$ cat src/rtl/pagetable_ctrl.sv
// pagetable_ctrl: valid/ready front-end that sequences page-table RAM reads and strobed writes.
// Define PT_TLB_EN to add a single-entry translation cache in front of the RAM.
module pagetable_ctrl #(
    parameter int PTB_W = 5,
    parameter int VPN_W = 8
) (
    input  logic             clk,
    input  logic             rst_n,
    input  logic             req_valid,
    output logic             req_ready,
    input  logic             req_write,
    input  logic             req_store,
    input  logic [PTB_W-1:0] req_ptb,
    input  logic [VPN_W-1:0] req_vpn,
    input  logic [7:0]       req_wdata,
    input  logic             tlb_flush,
    output logic             rsp_valid,
    output logic [5:0]       rsp_pfn,
    output logic             rsp_fault_np,
    output logic             rsp_fault_wp,
    output logic             pt_ce_n,
    output logic             pt_oe_n,
    output logic             pt_we_n,
    output logic [12:0]      pt_address,
    output logic [7:0]       pt_data_out,
    input  logic [7:0]       pt_data_in
);
    typedef enum logic [2:0] {IDLE, RD, WR_SETUP, WR_PULSE, WR_HOLD, RESP} state_t;
    state_t state, state_nx;
    logic store_q, rsp_ld, hit, wr_rsp, st, np_nx, wp_nx;
    logic [7:0] tlb_entry, ent;
    logic [5:0] pfn_nx;
    logic accept;
    assign accept = state == IDLE && req_valid;
    // Strobes come straight from the registered state so reset drops them at once.
    assign req_ready = state == IDLE;
    assign rsp_valid = state == RESP;
    assign pt_ce_n   = !(state inside {RD, WR_SETUP, WR_PULSE, WR_HOLD});
    assign pt_oe_n   = state != RD;
    assign pt_we_n   = state != WR_PULSE;
`ifdef PT_TLB_EN
    logic [12:0] tlb_tag;
    logic        tlb_valid;
    assign hit = tlb_valid && tlb_tag == {req_ptb, req_vpn};
    always_ff @(posedge clk or negedge rst_n) begin
        if (!rst_n) begin
            tlb_valid <= 1'b0;
            tlb_tag   <= '0;
            tlb_entry <= '0;
        end else begin
            if (state == RD) begin
                tlb_tag   <= pt_address;
                tlb_entry <= pt_data_in;
            end else if (accept && req_write && tlb_tag == {req_ptb, req_vpn})
                tlb_entry <= req_wdata;
            tlb_valid <= !tlb_flush && (tlb_valid || state == RD);
        end
    end
`else
    logic unused_flush;
    assign unused_flush = tlb_flush;
    assign hit = 1'b0;
    assign tlb_entry = '0;
`endif
    always_comb begin
        state_nx = state;
        case (state)
            IDLE:     if (req_valid) state_nx = req_write ? WR_SETUP : (hit ? RESP : RD);
            RD:       state_nx = RESP;
            WR_SETUP: state_nx = WR_PULSE;
            WR_PULSE: state_nx = WR_HOLD;
            WR_HOLD:  state_nx = RESP;
            default:  state_nx = IDLE;
        endcase
        rsp_ld = state_nx == RESP && state != RESP;
        wr_rsp = state == WR_HOLD;
        ent    = state == IDLE ? tlb_entry : pt_data_in;
        st     = state == IDLE ? req_store : store_q;
        np_nx  = !wr_rsp && !ent[7];
        wp_nx  = !wr_rsp && ent[7] && st && !ent[6];
        pfn_nx = wr_rsp ? pt_data_out[5:0] : (np_nx || wp_nx) ? 6'd0 : ent[5:0];
    end
    always_ff @(posedge clk or negedge rst_n) begin
        if (!rst_n) begin
            state        <= IDLE;
            pt_address   <= '0;
            pt_data_out  <= '0;
            store_q      <= 1'b0;
            rsp_pfn      <= '0;
            rsp_fault_np <= 1'b0;
            rsp_fault_wp <= 1'b0;
        end else begin
            state <= state_nx;
            if (accept) begin
                pt_address  <= {req_ptb, req_vpn};
                pt_data_out <= req_wdata;
                store_q     <= req_store;
            end
            if (rsp_ld) begin
                rsp_pfn      <= pfn_nx;
                rsp_fault_np <= np_nx;
                rsp_fault_wp <= wp_nx;
            end
        end
    end
endmodule

$ cat config.mk
export PLATFORM = sky130hd
export DESIGN_NAME = pagetable_ctrl
export DESIGN_NICKNAME = d
export VERILOG_FILES = /design/src/rtl/pagetable_ctrl.sv
export SDC_FILE = /design/constraint.sdc
export NUM_CORES = 1
export LEC_CHECK = 0
export CAP_MARGIN = 25
export CORE_ASPECT_RATIO = 0.8
export CORE_MARGIN = 3
export CORE_UTILIZATION = 35
export CTS_CLUSTER_DIAMETER = 200
export DETAILED_ROUTE_END_ITERATION = 10
export DONT_BUFFER_PORTS = 1
export GPL_ROUTABILITY_DRIVEN = 0
export GPL_TIMING_DRIVEN = 0
export HOLD_SLACK_MARGIN = 0.15
export PLACE_DENSITY = 0.47
export SLEW_MARGIN = 20
export SYNTH_ARGS = -nofsm -noshare
export SYNTH_HDL_FRONTEND = slang
export SYNTH_SLANG_ARGS = --single-unit
$ cat constraint.sdc
create_clock -name clk -period 3.1 [get_ports clk]
set_input_delay 0.465 -clock clk [delete_from_list [all_inputs] [get_ports clk]]
set_output_delay 0.465 -clock clk [all_outputs]
set_load 0.02 [all_outputs]
Yosys cells after proc, flatten, opt, wreduce, memory -nomap -nowiden
Cells that the tools add are included.
{"block": "totals", "ff_bits": 33, "latchBits": 0, "mem_bits_rw": 0, "mem_bits_ro": 0, "inputBits": 35, "out_inout_bits": 34, "mem_count": 0}
{"block": "op_classes", "n_addsub": 0, "n_mul": 0, "div": 0, "order_cmp": 0, "n_eq_ne": 9, "n_shift": 0, "mux": 7, "n_bitwise": 0, "n_reduce_logical": 14}
{"operator": "6-bit two-way mux", "n": 2}
{"operator": "3-bit case mux with 4 select lines", "n": 1}
{"operator": "3-bit == test, second input constant", "n": 3}
{"operator": "8-bit two-way mux", "n": 1}
{"operator": "3-bit by 2-bit == test with 1-bit output, second input constant", "n": 2}
{"operator": "1-bit logical AND", "n": 6}
{"operator": "1-bit logical NOT", "n": 4}
{"operator": "4-bit nonzero test", "n": 1}
{"operator": "3-bit by 1-bit == test with 1-bit output, second input constant", "n": 1}
{"operator": "3-bit logical NOT", "n": 1}
{"operator": "3-bit two-way mux", "n": 1}
{"operator": "3-bit by 1-bit != test with 1-bit output, second input constant", "n": 1}
{"operator": "3-bit by 2-bit != test with 1-bit output, second input constant", "n": 1}
{"operator": "3-bit != test, second input constant", "n": 1}
{"operator": "2-bit two-way mux", "n": 1}
{"operator": "2-bit OR reduction", "n": 1}
{"operator": "1-bit logical OR", "n": 1}
{"operator": "1-bit two-way mux", "n": 1}

Logic depth before layout (Yosys ltp)
Gate-level depths: netlist of run 1.
{"block": "depth", "word_depth": 8, "ltp_mapped": 6, "ltp_nobuf": 3}

Least setup slack after synthesis of run 1
No wires, ideal clock.
{"block": "synth_path", "kind": "reg2reg", "startpoint": "reg state[2]", "endpoint": "reg pt_address[0]", "setup_time_ps": 125, "t_arrival_ps": 1520, "setup_slack_ps": 1455, "stages_incl_launch_ff": 7, "path_buffers": 3, "synth_period_minus_slack_ps": 1645, "path_cell_list": "dfrtp_1 buf_6 nor3_4 and2_4 buf_8 buf_12 mux2_4"}
{"block": "synth_via", "elab_chain_cells": 2}
{"element": "start, declared", "line": "29", "text": "state_t state, state_nx;"}
{"element": "start signal, assigned", "line": "93", "text": "state <= state_nx;"}
{"element": "3-bit logical NOT"}
{"element": "net req_ready", "line": "10", "text": "output logic req_ready,"}
{"element": "1-bit logical AND", "line": "34", "text": "assign accept = state == IDLE && req_valid;"}
{"element": "end signal, assigned", "line": "95", "text": "pt_address <= {req_ptb, req_vpn};"}
{"element": "end, declared", "line": "24", "text": "output logic [12:0] pt_address,"}
The timed path passes the listed nets, and every way through them passes these cells.
A chain may end at the register's enable or synchronous reset.

Worst setup path in the final report of run 1
{"block": "layout_path", "startpoint": "reg state[2]", "endpoint": "out pt_ce_n"}
{"block": "layout_via", "elab_chain_cells": 3, "word_cells_on_any_way": 6}
{"element": "3-bit by 1-bit == test with 1-bit output, or another cell as far along", "line": "38", "text": "assign pt_ce_n = !(state inside {RD, WR_SETUP, WR_PULSE, WR_HOLD});"}
{"element": "4-bit nonzero test *", "line": "38"}
{"element": "1-bit logical NOT *", "line": "38"}
{"element": "end, declared", "line": "21", "text": "output logic pt_ce_n,"}
Every way passes the cells marked *; elsewhere a longest branch is shown, timed or not.

==> results of run 1 <==
==> worst register-to-register path, stage by stage, from the launching register on <==
cell	delay (ps)
dfrtp_1	370
buf_6	140
nor3_4	330
and2_4	210
buf_8	120
buf_12	150
mux2_4	310
==> how the worst max path moves through the flow <==
stage                    end  slack, ps  cells after the start
2_1_floorplan  pt_address[0]       1460                      6
3_3_place_gp         store_q       1370                      6
3_5_place_dp         store_q       1370                      6
4_1_cts              pt_ce_n       1220                      3
5_1_grt              pt_we_n       1160                      3
6_report             pt_ce_n       1230                      3
==> through the flow <==
stage          cell area, sq um  worst slack (ps)  hold slack, ps
5_1_grt                    1750              1160             284
3_3_place_gp               1580              1370             170
4_1_cts                    1750              1220             292
2_1_floorplan              1510              1460             169
6_report                   1750              1230             296
3_5_place_dp               1580              1370             171
==> Yosys cell counts, types with 2 or more instances <==
master    number
nand2_1        2
mux2_2         8
a32o_1         6
mux2_4        20
o21ai_0        7
buf_12         2
dfrtp_1       33
nand2b_1       2
==> sequential cells by signal (all words and copies together) (netlist names) <==
name and flops:
state 3, rsp_fault_np 1, store_q 1, pt_data_out 8
rsp_pfn 6, rsp_fault_wp 1, pt_address 13
==> kinds of logic after synthesis <==
family          Yosys count
simple gates             13
flops                    33
mux                      28
buf+inv                   7
xor+xnor                  1
compound gates           16
==> power by group through the flow <==
stage,clock (mW),sequential (mW),combinational (mW)
4_1_cts,0.490,1.01,0.759
3_5_place_dp,0,1.02,0.743
2_1_floorplan,0,0.962,0.655
3_3_place_gp,0,1.01,0.729
5_1_grt,0.509,1.03,0.815
6_report,0.477,1.00,0.747
==> layout make-up <==
class / count / area, sq um / area share [%]
tap: 55 / 68.8 / 3.94
sequential: 33 / 826 / 47.3
multi-input combinational: 58 / 604 / 34.6
clock inverter: 3 / 65.1 / 3.73
inverter: 1 / 3.75 / 0.215
clock buffer: 5 / 68.8 / 3.94
timing repair buffer: 2 / 30.0 / 1.72
buffer: 6 / 78.8 / 4.52
==> layer usage <==
metal	vias to the layer above	GRT usage, %	routed length [microns]	share of wire (%)
met5	-	0	0	0
met4	0	5.79	47	1.5
met3	7	6.67	293	9.5
met2	39	17.6	1350	44
met1	414	17.9	1400	45
li1	376	-	-	-
==> cells in the final DEF (no fill, tap or decap), drive strengths merged <==
cell,n
nor3b,1
inv,1
and3b,1
o41ai,1
or2,1
dlygate4sd3,1
and3,1
clkinv,1
nor2,2
mux2,28
xnor2,1
nand2b,2
nor3,2
bufinv,2
a21oi,1
o21a,1
and2,1
buf,7
clkbuf,5
a32o,6
o21ai,7
dfrtp,33
nand2,2
==> results.sh, run 1 <==
export IMPL_core_area_sq_um=3980
export IMPL_cp_end_kind="output pin"
export IMPL_tritoncts="done"
export IMPL_seq_area_frac_synth_pct=54.6
export IMPL_synth_fa_ha_area_share_pct=0
export IMPL_status="completed"
export IMPL_first_global_vias=940
export IMPL_hold_viol=0
export IMPL_maxCapViolCount=0
export IMPL_hp_start="pt_data_in[7]"
export IMPL_die_area_sq_um=5150
export IMPL_p_leak_nw=0.769
export IMPL_synth_edf_count=0
export IMPL_clock_root_buffer="clkbuf_8"
export IMPL_r2r_setup_slack_ps=1360
export IMPL_reg2reg_depth=6
export IMPL_synthTopCellsByArea="dfrtp_1 55%, mux2_4 20%, mux2_2 6.0%"
export IMPL_ys_warn_count=0
export IMPL_layout_nets=142
export IMPL_wl_per_cell_microns=19.0
export IMPL_num_rows=20
export IMPL_cpMaxStageDelayCell="dfrtp_1"
export IMPL_finalCritPeriodShare_pct=60.2
export IMPL_totalNegativeSetupSlack_ps=0
export IMPL_via_per_inst=5.13
export IMPL_setup_viol=0
export IMPL_synth_xor_area_share_pct=0.579
export IMPL_path_max_fanout=8
export IMPL_path_cells="buf_6 -> nor3_4 -> nand2b_1"
export IMPL_swShare_pct=37.9
export IMPL_layout_cells_non_filler=163
export IMPL_synth_simple_area_share_pct=5.87
export IMPL_dp_cells=153
export IMPL_synth_seq_cells=33
export IMPL_worstReg2RegStart="state[2]"
export IMPL_irDropWorstVdd_v=0.000465
export IMPL_p_int_mw=1.38
export IMPL_arrival_ps=1400
export IMPL_cts_hold_buf=2
export IMPL_maxSlewHeadroom_pct=43.6
export IMPL_critPathTopFamily="simple AND/OR/NAND/NOR gates"
export IMPL_first_iter_violations=67
export IMPL_finalPower_mw=2.23
export IMPL_finalMaxSlewViolations=0
export IMPL_grt_max_degree=34
export IMPL_p_clk_share_pct=21.4
export IMPL_syn_area_sq_um=1510
export IMPL_ant_nets=0
export IMPL_p_per_area_nw_per_um2=1280
export IMPL_drc=0
export IMPL_fp_dieW_microns=79.5
export IMPL_hold_path_depth=1
export IMPL_ys_flop_type="dfrtp_1"
export IMPL_whs_endpoint="rsp_fault_np"
export IMPL_grt_pass1_wl_microns=5090
export IMPL_diodes=0
export IMPL_setup_worst_path_start="state[2]"
export IMPL_num_fill_cells=364
export IMPL_tightestPinTransition_ps=845
export IMPL_area_delta_synth_final_pct=15.4
export IMPL_grt_usage_pct=13.3
export IMPL_p_comb_share_pct=33.5
export IMPL_synth_top_family_by_area="multiplexers"
export IMPL_path_class="flop to output pin"
export IMPL_synth_top_area_share_pct=54.6
export IMPL_htree_levels=2
export IMPL_final_min_clock_period_ps=1870
export IMPL_port_buffers=0
export IMPL_ctsResizeCount=0
export IMPL_cts_sinks=33
export IMPL_cp_start_kind="flop"
export IMPL_start_util_pct=38.0
export IMPL_async_reset_ff_share_pct=100
export IMPL_overflow=0
export IMPL_finClkSkew_ps=7.35
export IMPL_cts_buffer_depth=2
export IMPL_drt_wl_total_microns=3090
export IMPL_fin_util_pct=43.9
export IMPL_max_stage_delay_ps=370
export IMPL_critPathBufInv=1
export IMPL_layout_drive_gt1_share_pct=43.5
export IMPL_post_cts_setup_buffers=0
export IMPL_avgSynthCellArea_sq_um=15.4
export IMPL_synth_compound_area_share_pct=7.69
export IMPL_r2r_end="pt_address[0]"
export IMPL_clk_pin_slew_ps=70
export IMPL_vias=836
export IMPL_switchingPower_mw=0.844
export IMPL_synthMuxAreaShare_pct=25.8
export IMPL_rsz0062_at_grt="false"
export IMPL_netlist_instances=98
export IMPL_antenna_found_initial=0
export IMPL_clk_latency_ps=280
export IMPL_dp_hpwl_microns=2270
export IMPL_ys_types=26
export IMPL_worst_ep_required_time_ps=2630
export IMPL_first_pass_iters=4
export IMPL_cts_made_buffers=5
export IMPL_syn_nets=133
export IMPL_fp_dieH_microns=64.8
export IMPL_synth_largest_area_cell="dfrtp_1"
export IMPL_max_freq_mhz=536
export IMPL_power_frac_seq_pct=45.0
export IMPL_top_level_ports=69
export IMPL_hold_path_class="input pin to flop"
(Power assumes the default switching activity.)
==> run 2: changes to the inputs <==
--- a/config.mk
+++ b/config.mk
@@ -15,7 +15,7 @@
 export GPL_ROUTABILITY_DRIVEN = 0
 export GPL_TIMING_DRIVEN = 0
 export HOLD_SLACK_MARGIN = 0.15
-export PLACE_DENSITY = 0.47
+export PLACE_DENSITY = 0.49
 export SLEW_MARGIN = 20
 export SYNTH_ARGS = -nofsm -noshare
 export SYNTH_HDL_FRONTEND = slang
==> constraint.sdc (replaced) <==
create_clock -name clk -period 1.7 [get_ports clk]
set_input_delay 0.255 -clock clk [delete_from_list [all_inputs] [get_ports clk]]
set_output_delay 0.255 -clock clk [all_outputs]
set_load 0.02 [all_outputs]
==> run 2 against run 1 <==
Effect of this change:
- the flow now finishes with violations (setup timing)
- first-iteration DRC count down 67%
- largest cell class unchanged
- via count is 11% higher
- worst hold slack worse by 120 ps
- global-route usage up 0.65 points
- worst setup slack got worse by 1300 ps
- clock skew fell by 4.5 ps
- total power increased by 75%
- sequential share of layout area fell by 5.6 points
- register-to-register slack worse by 1400 ps
==> results.sh, run 2 (same netlist as run 1, synthesis figures left out) <==
export IMPL_tritoncts="done"
export IMPL_finalCritPeriodShare_pct=101
export IMPL_cp_start_kind="flop"
export IMPL_final_cell_mix="32 x dfrtp_1, 24 x dlygate4sd3_1, 20 x mux2_4, 8 x mux2_2, 7 x o21ai_0"
export IMPL_via_per_inst=4.92
export IMPL_antenna_found_initial=0
export IMPL_drc=0
export IMPL_final_common_cell="dfrtp_1"
export IMPL_grt_pass1_wl_microns=5420
export IMPL_dp_hpwl_microns=2250
export IMPL_grt_usage_pct=13.9
export IMPL_clk_latency_ps=270
export IMPL_num_rows=20
export IMPL_first_pass_iters=4
export IMPL_core_area_sq_um=3980
export IMPL_max_freq_mhz=583
export IMPL_fin_ws_ps=-15.9
export IMPL_hold_path_class="input pin to flop"
export IMPL_cts_buffer_depth=2
export IMPL_fin_hold_ws_ps=178
export IMPL_port_buffers=0
export IMPL_setup_viol=10
export IMPL_worstReg2RegStart="state[2]"
export IMPL_cts_sinks=33
export IMPL_clk_pin_slew_ps=60
export IMPL_clock_root_buffer="clkbuf_8"
export IMPL_p_per_area_nw_per_um2=1970
export IMPL_hp_start="req_write"
export IMPL_final_min_clock_period_ps=1720
export IMPL_cts_made_buffers=5
export IMPL_reg_top3="pt_address x13, pt_data_out x8, rsp_pfn x6"
export IMPL_status="finished, violations left"
export IMPL_wl_per_cell_microns=17.9
export IMPL_setup_worst_path_start="state[2]"
export IMPL_ant_nets=0
export IMPL_area_delta_synth_final_pct=31.1
export IMPL_top_level_ports=69
export IMPL_cp_end_kind="flop"
export IMPL_worst_ep_required_time_ps=1860
export IMPL_placed_cell_area_sq_um=1580
export IMPL_violations="setup timing"
export IMPL_max_flop_register="pt_address"
export IMPL_layout_drive_gt1_share_pct=36.8
export IMPL_finClkSkew_ps=2.87
export IMPL_hold_viol=0
export IMPL_grt_max_degree=34
export IMPL_irDropWorstVdd_v=0.000768
export IMPL_maxSlewHeadroom_pct=52.2
export IMPL_fp_dieH_microns=64.8
export IMPL_maxCapViolCount=0
export IMPL_die_area_sq_um=5150
export IMPL_diodes=0
export IMPL_arrival_ps=1880
export IMPL_largest_reg_flops=13
export IMPL_p_leak_nw=0.866
export IMPL_layout_nets=168
export IMPL_r2r_setup_slack_ps=-20
export IMPL_htree_levels=2
export IMPL_rsz0062_at_grt="true"
export IMPL_fp_dieW_microns=79.5
export IMPL_r2r_end="pt_data_out[5]"
export IMPL_totalNegativeSetupSlack_ps=-103
export IMPL_first_global_vias=1040
export IMPL_path_class="flop to flop"
export IMPL_vias=925
export IMPL_path_max_fanout=6
export IMPL_hold_path_depth=2
export IMPL_finalPower_mw=3.90
export IMPL_finalInstanceArea_sq_um=1980
export IMPL_overflow=0
export IMPL_first_iter_violations=22
export IMPL_drt_wl_total_microns=3370
export IMPL_tightestPinTransition_ps=715
export IMPL_whs_endpoint="state[1]"
export IMPL_reg2reg_depth=5
export IMPL_finalMaxSlewViolations=0
export IMPL_start_util_pct=38.0
## run 2: area by class of cell
| class | instances | area, sq um |
|---|---|---|
| Tap cell | 55 | 68.8 |
| Timing Repair Buffer | 29 | 325 |
| Fill cell | 344 | 2000 |
| Multi-Input combinational cell | 58 | 604 |
| Sequential cell | 33 | 827 |
| Inverter | 1 | 3.75 |
| Buffer | 5 | 67.6 |
| Clock buffer | 7 | 86.3 |
## run 2: worst max path at each step
stage | slack, ps | end | depth (start not counted)
floorplan | 60 | pt_address[0] | 6
global placement | -10 | store_q | 6
detailed placement | -30 | store_q | 6
CTS | -50 | pt_address[10] | 6
global route | -70 | pt_data_out[5] | 5
finish | -20 | pt_data_out[5] | 5
## run 2: metrics by stage
stage | std cells | setup WS, ps | utilization (%)
final | 188 | -15.9 | 49.8
after detailed placement | 153 | -30.5 | 39.7
after CTS | 185 | -45.2 | 48.5
after global routing | 188 | -73.2 | 49.8
after global placement | 153 | -10.8 | 39.7
after floorplan | 98 | 55.2 | -
## run 2: report_power, final
| part | switching (mW) | internal (mW) | leakage [nW] |
|---|---|---|---|
| sequential | 0.693 | 1.15 | 0.402 |
| clock | 0.261 | 0.321 | 0.0443 |
| combinational | 0.590 | 0.883 | 0.419 |
| total | 1.54 | 2.36 | 0.866 |
## run 2: what timing repair did
action                                 4_1_cts  5_1_grt
setup buffers                                0        2
cloned                                       0        2
setup endpoints to repair                   20       22
hold buffers                                25        0
endpoints found under the hold margin       57        0
gates resized for setup                      0        2
## run 2: per-layer routing
metal / up-vias / global-route usage [%] / share of wire (%)
met5: - / 0 / 0
met4: 0 / 5.79 / 1.7
met3: 6 / 6.67 / 8.4
met2: 41 / 20.6 / 47
met1: 451 / 17.3 / 43
li1: 427 / - / -
## run 2: critical path, cell delays in order (launching register included)
cell,delay (ps)
dfrtp_1,370
buf_6,130
nor3_4,330
and2_4,300
clkbuf_16,180
mux2_4,290
==> run 3: changes to the inputs <==
--- a/config.mk
+++ b/config.mk
@@ -15,7 +15,6 @@
 export GPL_ROUTABILITY_DRIVEN = 0
 export GPL_TIMING_DRIVEN = 0
 export HOLD_SLACK_MARGIN = 0.15
-export PLACE_DENSITY = 0.49
 export SLEW_MARGIN = 20
 export SYNTH_ARGS = -nofsm -noshare
 export SYNTH_HDL_FRONTEND = slang
==> run 3 against run 2 <==
Effect of this change:
- the run now ends clean
- worst hold slack lost 6.3 ps
- register-to-register slack gained 20 ps
- routed wire length shrank 3.3%
- die area is the same
- core utilization grew 0.31 points
- worst setup slack gained 22 ps
- critical path type unchanged
- critical endpoint is now pt_address[5]
- largest power group unchanged
==> results.sh, run 3 (same netlist as run 1, synthesis figures left out) <==
export IMPL_status="completed"
export IMPL_finClkSkew_ps=4.55
export IMPL_antenna_found_initial=0
export IMPL_cts_buffer_depth=2
export IMPL_seq_area_sq_um=828
export IMPL_num_fill_cells=334
export IMPL_p_leak_nw=0.871
export IMPL_grt_usage_pct=13.1
export IMPL_first_pass_iters=4
export IMPL_maxCapViolCount=0
export IMPL_grt_pass1_wl_microns=5070
export IMPL_clk_pin_slew_ps=60
export IMPL_clock_root_buffer="clkbuf_8"
export IMPL_htree_levels=2
export IMPL_top_level_ports=69
export IMPL_cp_start_kind="flop"
export IMPL_via_per_inst=5.05
export IMPL_maxSlewHeadroom_pct=72.0
export IMPL_port_buffers=0
export IMPL_path_cells="nor3_4 -> and2_4 -> clkbuf_16 -> mux2_4"
export IMPL_dp_cells=153
export IMPL_largest_reg_flops=13
export IMPL_clk_latency_ps=270
export IMPL_fin_hold_ws_ps=172
export IMPL_ant_nets=0
export IMPL_overflow=0
export IMPL_cts_sinks=33
export IMPL_num_rows=20
export IMPL_max_stage_delay_ps=460
export IMPL_finalPower_mw=3.92
export IMPL_tritoncts="done"
export IMPL_first_global_vias=971
export IMPL_grt_max_degree=34
export IMPL_finalCritPeriodShare_pct=99.7
export IMPL_hold_viol=0
export IMPL_multi_input_area_sq_um=609
export IMPL_diodes=0
export IMPL_p_clk_share_pct=14.6
export IMPL_tightestPinTransition_ps=417
export IMPL_max_freq_mhz=590
export IMPL_critPathBufInv=1
export IMPL_drc=0
export IMPL_switchingPower_mw=1.54
export IMPL_final_cell_mix="31 x dfrtp_1, 24 x dlygate4sd3_1, 20 x mux2_4, 8 x mux2_2, 7 x o21ai_0"
export IMPL_wl_per_cell_microns=17.3
export IMPL_max_flop_register="pt_address"
export IMPL_power_frac_seq_pct=47.3
export IMPL_setup_viol=0
export IMPL_drt_wl_total_microns=3260
export IMPL_start_util_pct=38.0
export IMPL_vias=955
export IMPL_reg_top3="pt_address x13, pt_data_out x8, rsp_pfn x6"
export IMPL_hold_path_class="input pin to flop"
export IMPL_area_delta_synth_final_pct=31.9
export IMPL_worst_ep_required_time_ps=1860
export IMPL_die_area_sq_um=5150
export IMPL_fp_dieH_microns=64.8
export IMPL_p_per_area_nw_per_um2=1960
export IMPL_irDropWorstVdd_v=0.000879
export IMPL_path_class="flop to flop"
export IMPL_cts_made_buffers=5
export IMPL_cp_end_kind="flop"
export IMPL_final_common_cell="dfrtp_1"
export IMPL_p_int_mw=2.38
export IMPL_rsz0062_at_grt="true"
export IMPL_fp_dieW_microns=79.5
export IMPL_placed_cell_area_sq_um=1580
export IMPL_layout_nets=169
export IMPL_layout_cells_non_filler=189
export IMPL_p_comb_share_pct=38.1
export IMPL_place_ws_ps=-26.2
export IMPL_path_max_fanout=6
export IMPL_first_iter_violations=24
export IMPL_cpMaxStageDelayCell="dfrtp_2"
export IMPL_final_min_clock_period_ps=1690
export IMPL_swShare_pct=39.4
export IMPL_finalInstanceArea_sq_um=2000
export IMPL_core_area_sq_um=3980
export IMPL_dp_hpwl_microns=2250
export IMPL_layout_drive_gt1_share_pct=38.8
export IMPL_critPathTopFamily="simple AND/OR/NAND/NOR gates"
export IMPL_finalMaxSlewViolations=0
export IMPL_fin_ws_ps=5.71
export IMPL_arrival_ps=1850
==> run 3: cell count changes in the layout (fill, tap and decap cells not counted), sizes merged <==
| cell | change |
|---|---|
| buf | +2 |
| clkbuf | -1 |
==> run 3: layout make-up <==
| cell class | count | share of cell area (%) |
|---|---|---|
| buffer | 4 | 2.82 |
| clock buffer | 7 | 4.33 |
| inverter | 1 | 0.188 |
| multi-input combinational | 58 | 30.5 |
| sequential | 33 | 41.5 |
| tap | 55 | 3.45 |
| timing repair buffer | 31 | 17.2 |
==> run 3: metal layers <==
layer	up-vias	track usage, %	wire length (microns)
met5	-	0	0
met4	0	5.15	36
met3	5	6.67	358
met2	52	19.5	1460
met1	466	16.1	1410
li1	432	-	-
==> run 3: repair_timing <==
item	in CTS	in global routing
hold endpoints to repair	57	0
gates resized for setup	1	4
gates cloned	1	1
hold buffers	25	0
buffers inserted	1	3
setup endpoints to repair	20	27
==> run 3: worst paths after layout <==
path                       startpoint       endpoint  slack, ps  depth (start not counted)
setup / recovery             state[1]  pt_address[5]          6                          4
hold / removal              req_write       state[1]        170                          2
setup reg to reg             state[1]  pt_address[5]          6                          4
hold reg to reg               store_q        store_q        520                          1
max in group asynchronous       rst_n       state[2]       1090                          2
min in group asynchronous       rst_n  pt_address[9]        430                          2
==> run 3: per-stage QoR <==
stage | utilization, % | TNS (ps)
6_report | 50.2 | 0
5_1_grt | 50.2 | -186
4_1_cts | 49.0 | -91.8
3_5_place_dp | 39.7 | -363
3_3_place_gp | 39.7 | -70.6
2_1_floorplan | - | 0
==> run 3: power groups by stage <==
stage	clock network [mW]	registers, mW	logic, mW
3_3_place_gp	0	1.85	1.30
6_report	0.572	1.85	1.49
3_5_place_dp	0	1.86	1.34
2_1_floorplan	0	1.76	1.19
5_1_grt	0.641	1.91	1.60
4_1_cts	0.604	1.85	1.46
